### config.mk
export PLATFORM = sky130hd
export DESIGN_NAME = ultrasonic_ranger_mc
export DESIGN_NICKNAME = d
export VERILOG_FILES = /design/src/rtl/ultrasonic_pkg.sv /design/src/rtl/echo_sync.sv /design/src/rtl/ultrasonic_ranger_mc.sv
export SDC_FILE = /design/constraint.sdc
export NUM_CORES = 1
export LEC_CHECK = 0
export ABC_AREA = 1
export ABC_CLOCK_PERIOD_IN_PS = 2500
export BUFFER_PORTS_ARGS = -buffer_cell sky130_fd_sc_hd__buf_4
export CELL_PAD_IN_SITES_DETAIL_PLACEMENT = 1
export CELL_PAD_IN_SITES_GLOBAL_PLACEMENT = 1
export CORE_MARGIN = 10
export CORE_UTILIZATION = 43
export DETAILED_ROUTE_END_ITERATION = 8
export PLACE_DENSITY_LB_ADDON = 0.12
export SYNTH_ARGS = -nofsm -noshare
export SYNTH_HDL_FRONTEND = slang
export SYNTH_SLANG_ARGS = --single-unit
### constraint.sdc
create_clock -name clk_1mhz -period 2.5 [get_ports clk_1mhz]
set_clock_uncertainty 0.15 [all_clocks]
set_input_delay 0.375 -clock clk_1mhz [delete_from_list [all_inputs] [get_ports clk_1mhz]]
set_output_delay 0.375 -clock clk_1mhz [all_outputs]
set_load 0.01 [all_outputs]
### src/rtl/ultrasonic_pkg.sv
// ultrasonic_pkg: shared types and defaults for the ultrasonic ranger.
// Holds the FSM state enum, timing defaults and a bank slice helper.
package ultrasonic_pkg;

   typedef enum logic [2:0] {
      S_IDLE,
      S_TRIG,
      S_WAIT_RISE,
      S_WAIT_FALL,
      S_REPORT,
      S_GUARD
   } state_e;

   localparam int unsigned DEF_TRIG_US     = 10;
   localparam int unsigned DEF_RISE_TMO_US = 30000;
   localparam int unsigned DEF_FALL_TMO_US = 25000;
   localparam int unsigned DEF_GUARD_US    = 2000;
   localparam int unsigned DEF_CM_DIV      = 58;

   // Low bit of channel k inside a packed bank of w-bit fields
   function automatic int unsigned slice_lo(
      input int unsigned k,
      input int unsigned w
   );
      return k * w;
   endfunction

endpackage

### src/rtl/echo_sync.sv
// echo_sync: two-flop synchroniser for one echo line plus edge pulses.
// Ports: clk_1mhz, nrst, echo_i (async) -> rise_o, fall_o (1-cycle pulses).
module echo_sync (
   input  logic clk_1mhz,
   input  logic nrst,
   input  logic echo_i,
   output logic rise_o,
   output logic fall_o
);

   logic s1_q;
   logic s2_q;
   logic s3_q;

   always_ff @(posedge clk_1mhz or negedge nrst) begin
      if (!nrst) begin
         s1_q <= 1'b0;
         s2_q <= 1'b0;
         s3_q <= 1'b0;
      end else begin
         s1_q <= echo_i;
         s2_q <= s1_q;
         s3_q <= s2_q;
      end
   end

   // s2_q is the synchronised level; s3_q its previous value
   assign rise_o = s2_q & ~s3_q;
   assign fall_o = ~s2_q & s3_q;

endmodule

### src/rtl/ultrasonic_ranger_mc.sv
// ultrasonic_ranger_mc: round-robin HC-SR04 ranging engine, echo width to cm.
// Ports: start/echo in; trigger, busy, res_* strobe, dist_cm bank, err out.
module ultrasonic_ranger_mc
   import ultrasonic_pkg::*;
#(
   parameter int unsigned NCH         = 4,
   parameter int unsigned TRIG_US     = DEF_TRIG_US,
   parameter int unsigned RISE_TMO_US = DEF_RISE_TMO_US,
   parameter int unsigned FALL_TMO_US = DEF_FALL_TMO_US,
   parameter int unsigned GUARD_US    = DEF_GUARD_US,
   parameter int unsigned CM_DIV      = DEF_CM_DIV,
   parameter int unsigned DIST_W      = 9,
   parameter int unsigned CNT_W       = 16,
   localparam int unsigned CHW = (NCH > 1) ? $clog2(NCH) : 1
) (
   input  logic                  clk_1mhz,
   input  logic                  nrst,
   input  logic                  start,
   input  logic [NCH-1:0]        echo,
   output logic [NCH-1:0]        trigger,
   output logic                  busy,
   output logic                  res_valid,
   output logic [CHW-1:0]        res_ch,
   output logic [DIST_W-1:0]     res_cm,
   output logic                  res_err,
   output logic [NCH*DIST_W-1:0] dist_cm,
   output logic [NCH-1:0]        err
);

   localparam int unsigned SUB_W = (CM_DIV > 1) ? $clog2(CM_DIV) : 1;

   localparam logic [CNT_W-1:0] TRIG_LAST  = CNT_W'(TRIG_US - 1);
   localparam logic [CNT_W-1:0] RISE_LAST  = CNT_W'(RISE_TMO_US - 1);
   localparam logic [CNT_W-1:0] FALL_LAST  = CNT_W'(FALL_TMO_US - 1);
   localparam logic [CNT_W-1:0] GUARD_LAST = CNT_W'(GUARD_US - 1);
   localparam logic [SUB_W-1:0] SUB_LAST   = SUB_W'(CM_DIV - 1);
   localparam logic [CHW-1:0]   CH_LAST    = CHW'(NCH - 1);

   logic [NCH-1:0] rise;
   logic [NCH-1:0] fall;

   for (genvar k = 0; k < NCH; k++) begin : g_sync
      echo_sync u_sync (
         .clk_1mhz (clk_1mhz),
         .nrst     (nrst),
         .echo_i   (echo[k]),
         .rise_o   (rise[k]),
         .fall_o   (fall[k])
      );
   end

   state_e                state_q, state_d;
   logic [CHW-1:0]        ch_q, ch_d;
   logic [CNT_W-1:0]      timer_q, timer_d;
   logic [SUB_W-1:0]      sub_q, sub_d;
   logic [DIST_W-1:0]     cm_q, cm_d;
   logic                  tmo_q, tmo_d;
   logic [NCH*DIST_W-1:0] dist_q, dist_d;
   logic [NCH-1:0]        err_q, err_d;

   always_ff @(posedge clk_1mhz or negedge nrst) begin
      if (!nrst) begin
         state_q <= S_IDLE;
         ch_q    <= '0;
         timer_q <= '0;
         sub_q   <= '0;
         cm_q    <= '0;
         tmo_q   <= 1'b0;
         dist_q  <= '0;
         err_q   <= '0;
      end else begin
         state_q <= state_d;
         ch_q    <= ch_d;
         timer_q <= timer_d;
         sub_q   <= sub_d;
         cm_q    <= cm_d;
         tmo_q   <= tmo_d;
         dist_q  <= dist_d;
         err_q   <= err_d;
      end
   end

   always_comb begin
      state_d = state_q;
      ch_d    = ch_q;
      timer_d = timer_q;
      sub_d   = sub_q;
      cm_d    = cm_q;
      tmo_d   = tmo_q;
      dist_d  = dist_q;
      err_d   = err_q;
      unique case (state_q)
         S_IDLE: begin
            if (start) begin
               ch_d    = '0;
               timer_d = '0;
               state_d = S_TRIG;
            end
         end
         S_TRIG: begin
            if (timer_q == TRIG_LAST) begin
               timer_d = '0;
               state_d = S_WAIT_RISE;
            end else begin
               timer_d = timer_q + 1'b1;
            end
         end
         S_WAIT_RISE: begin
            if (rise[ch_q]) begin
               timer_d = '0;
               sub_d   = '0;
               cm_d    = '0;
               tmo_d   = 1'b0;
               state_d = S_WAIT_FALL;
            end else if (timer_q == RISE_LAST) begin
               tmo_d   = 1'b1;
               state_d = S_REPORT;
            end else begin
               timer_d = timer_q + 1'b1;
            end
         end
         S_WAIT_FALL: begin
            // Counting also on the fall cycle makes the count equal
            // the number of synchronised high cycles.
            timer_d = timer_q + 1'b1;
            if (sub_q == SUB_LAST) begin
               sub_d = '0;
               if (cm_q != '1) cm_d = cm_q + 1'b1;
            end else begin
               sub_d = sub_q + 1'b1;
            end
            if (fall[ch_q]) begin
               state_d = S_REPORT;
            end else if (timer_q == FALL_LAST) begin
               tmo_d   = 1'b1;
               state_d = S_REPORT;
            end
         end
         S_REPORT: begin
            timer_d = '0;
            state_d = S_GUARD;
            if (tmo_q) begin
               err_d[ch_q] = 1'b1;
            end else begin
               err_d[ch_q] = 1'b0;
               dist_d[slice_lo(32'(ch_q), DIST_W) +: DIST_W] = cm_q;
            end
         end
         S_GUARD: begin
            if (timer_q == GUARD_LAST) begin
               timer_d = '0;
               if (ch_q == CH_LAST) begin
                  state_d = S_IDLE;
               end else begin
                  ch_d    = ch_q + 1'b1;
                  state_d = S_TRIG;
               end
            end else begin
               timer_d = timer_q + 1'b1;
            end
         end
         default: state_d = S_IDLE;
      endcase
   end

   always_comb begin
      trigger   = '0;
      res_valid = 1'b0;
      res_ch    = '0;
      res_cm    = '0;
      res_err   = 1'b0;
      unique case (state_q)
         S_TRIG: trigger[ch_q] = 1'b1;
         S_REPORT: begin
            res_valid = 1'b1;
            res_ch    = ch_q;
            res_err   = tmo_q;
            res_cm    = tmo_q ? '0 : cm_q;
         end
         default: ;
      endcase
   end

   assign busy    = (state_q != S_IDLE);
   assign dist_cm = dist_q;
   assign err     = err_q;

endmodule
==> impl_results.md <==
* Cts bufs inserted at 9
* Final Cell Area at 0.006013 mm²
* Final non-filler cell total at 856
* Final setup viols at 0
* Critical-path maximum fanout at 19
* Avg Cell Area, Syn at 7.907 µm²
* Remaining antenna violation count after routing at 0
* Largest cells by area after synthesis: dfrtp_1 44%, nand2_1 12%, nand3_1 6.5%
* Critical path origin: state_q[1]
* First-pass GRT wire length at 25450 µm
* CTS tree: yes
* Share of the synthesized area in the top cell type at 0.4408
* EDFF count, synth at 0
* Fill cell count at 1430
* Total GRT Usage at 0.1898
* HP Start: g_sync[3].u_sync.s1_q
* WL/cell at 17.90 µm
* Async S/R FF share, synth at 1.000
* Top cell type by total area after synthesis: dfrtp_1
* Starting DRC count in detailed routing at 297
* Post-Route WL at 15330 µm
* Total negative slack at 0 ns
* CP startpoint kind: flop
* Most frequent cells after synthesis: 157 x nand2_1, 89 x dfrtp_1, 66 x nand3_1
* Post-Syn Nets at 660
* Cell count after synthesis at 639
* Post-synth top flop: dfrtp_1
* Skew-Pair Late Insertion Delay at 0.35 ns
* DP Wirelength at 11350 µm
* Final Cycle Share at 0.9430
* Post-Place Cells at 835
* CP Capture Type: output port
* Placer Congestion at 0.8112
* FF/Latch Area at 0.002228 mm²
* Post-CTS Setup Repair Bufs at 0
* Critical Setup Path Class: flop to output port
* Maxcap violations at 0
* Number of inserted diodes at 0
* Area Overhead vs Synth at 19.02%
* CTS H-tree lvls at 3
* Yosys cell types at 34
* CP arrival at 1.83 ns
* Final Hold Viols at 0
* Die Ht at 128.4 µm
* Initial antenna violation count at 0
* DRC Markers at 0
* Worst-Margin Slew at 0.6367 ns
* Worst R2R Start: ch_q[1]
* Power Density at 473.4 mW/mm²
* Worst Hold Class: flop to flop
* CTS Sinks at 89
* Post-Place Cell Area at 0.005660 mm²
* Vias in the first global route at 4986
* Core area at 0.01147 mm²
* Syn Std Cell Area at 0.005052 mm²
* IO Count at 65
* Area of the multi-input gates at 0.002437 mm²
* Sequential-to-total area share from yosys stat at 0.4408
* CTS Buffer Depth at 2
* Die ar. at 0.01649 mm²
* Outcome: complete, no violations
* Minimum clock period at 2.357 ns
* Root Driver: clkbuf_16
* Share of layout cells above drive strength 1 at 0.1935
* FP Rows at 39
* Routed via count at 4624
* Max Transition Viols Final at 0
* Starting Density at 0.4406
* Yosys reg bits at 89
* Fin nets at 729
* Vias/cell at 5.402
* RSZ-0062 raised after global routing: no
* # port buffers at 64
* Leakage at 3.135 nW
* VDD IR-drop max at 0.4897 mV
* Most frequent cell after synthesis: nand2_1
* FMAX at 424.2 MHz
* Remaining Overflow, GRT at 0
* DRT Pass-1 Iters at 4
* Critical Path RT at 1.98 ns
* Yosys warnings at 0
* Clock slew at reported path FFs at 0.07 ns
* Worst rel slew slack at 0.5732
* Largest net degree at the start of global routing at 53
* Die width at 128.4 µm
[routing by layer]
layer  part of all wire  vias up  global-route usage
li1                   -     2246                   -
met1               0.47     2285              0.2445
met2               0.47       79              0.3087
met3              0.046       14             0.04559
met4              0.011        0             0.05762
met5                  0        -                   0
[state kept, by name, summed over array words and instances (netlist names), 3 cells and up, named ones only]
signal              flops
cm_q                    9
dist_cm                36
g_sync.u_sync.s1_q      4
g_sync.u_sync.s2_q      4
g_sync.u_sync.s3_q      4
state_q                 3
sub_q                   6
timer_q                16
[path summary, 6_finish.rpt]
kind,endpoint,slack [ns],cells past startpoint
worst min register to register,g_sync[3].u_sync.s2_q,0.20,0
max in group asynchronous,cm_q[1],1.13,3
worst max register to register,dist_cm[4],0.20,5
min in group asynchronous,asynchronous set/reset pin,0.40,2
worst max-delay path,res_cm[8],0.14,6
worst min-delay path,g_sync[3].u_sync.s2_q,0.20,0
[stage by stage]
| step | hold slack, ns | setup WS, ns | util | power (W) |
|---|---|---|---|---|
| final | 0.2024 | 0.1426 | 0.5244 | 0.002847 |
| after global routing | 0.2184 | 0.02774 | 0.5244 | 0.002941 |
| after CTS | 0.2073 | 0.06779 | 0.5232 | 0.002879 |
| after detailed placement | 0.1911 | 0.1651 | 0.4936 | 0.001538 |
| after global placement | 0.1826 | 0.2678 | 0.4936 | 0.001536 |
| after floorplan | -0.07059 | 0.4561 | - | 0.001490 |
[final cells by class]
class,instances,share of cell area
multi-input cells,459,0.4053
flip-flops and latches,89,0.3706
repair buffers,78,0.1015
inverters,71,0.04474
clock buffers,9,0.03745
well taps,143,0.02975
clock inverters,7,0.01061
[timing repair]
action / in CTS / in global routing
resized for setup: 0 / 4
hold buffers: 5 / 0
hold endpoints to repair: 41 / 0
endpoints found under the setup margin: 0 / 6
[worst max-delay path, stage by stage, from the launching register on]
cell and delay [ns]:
dfrtp_1 0.43, nor2_4 0.16, inv_2 0.05, nor2_4 0.16, nand2_2 0.30, nor2_1 0.23, buf_4 0.15
[logic make-up after synthesis]
| logic type | count (synthesis) | share of synthesized area |
|---|---|---|
| AO/OA/AOI/OAI | 82 | 0.08494 |
| buffers and inverters | 91 | 0.07924 |
| adder cells (fa/ha/maj) | 14 | 0.03467 |
| XOR/XNOR | 9 | 0.01560 |
| AND/OR/NAND/NOR | 354 | 0.3447 |
| flip-flops | 89 | 0.4408 |
[cell usage in the layout, fill, tap and decap left out, types with 9 or more instances in the layout]
cell type  netlist  layout
inv_1           56      56
nor2_1          56      56
nand3_1         66      65
nand4_1         35      35
nand2_1        157     157
a21oi_1         10      10
clkbuf_16        0       9
inv_2            9       9
nand2_2         10       9
buf_4            2      72
o21ai_0         63      63
ha_1            14      13
dfrtp_1         89      88
[power breakdown]
group,switching (W),internal [W]
Sequential,0.00000554,0.00145
Combinational,0.0000417,0.0000183
Clock,0.000639,0.000693
Total,0.000686,0.00216
Note: power is estimated with default switching activity, not from simulation.
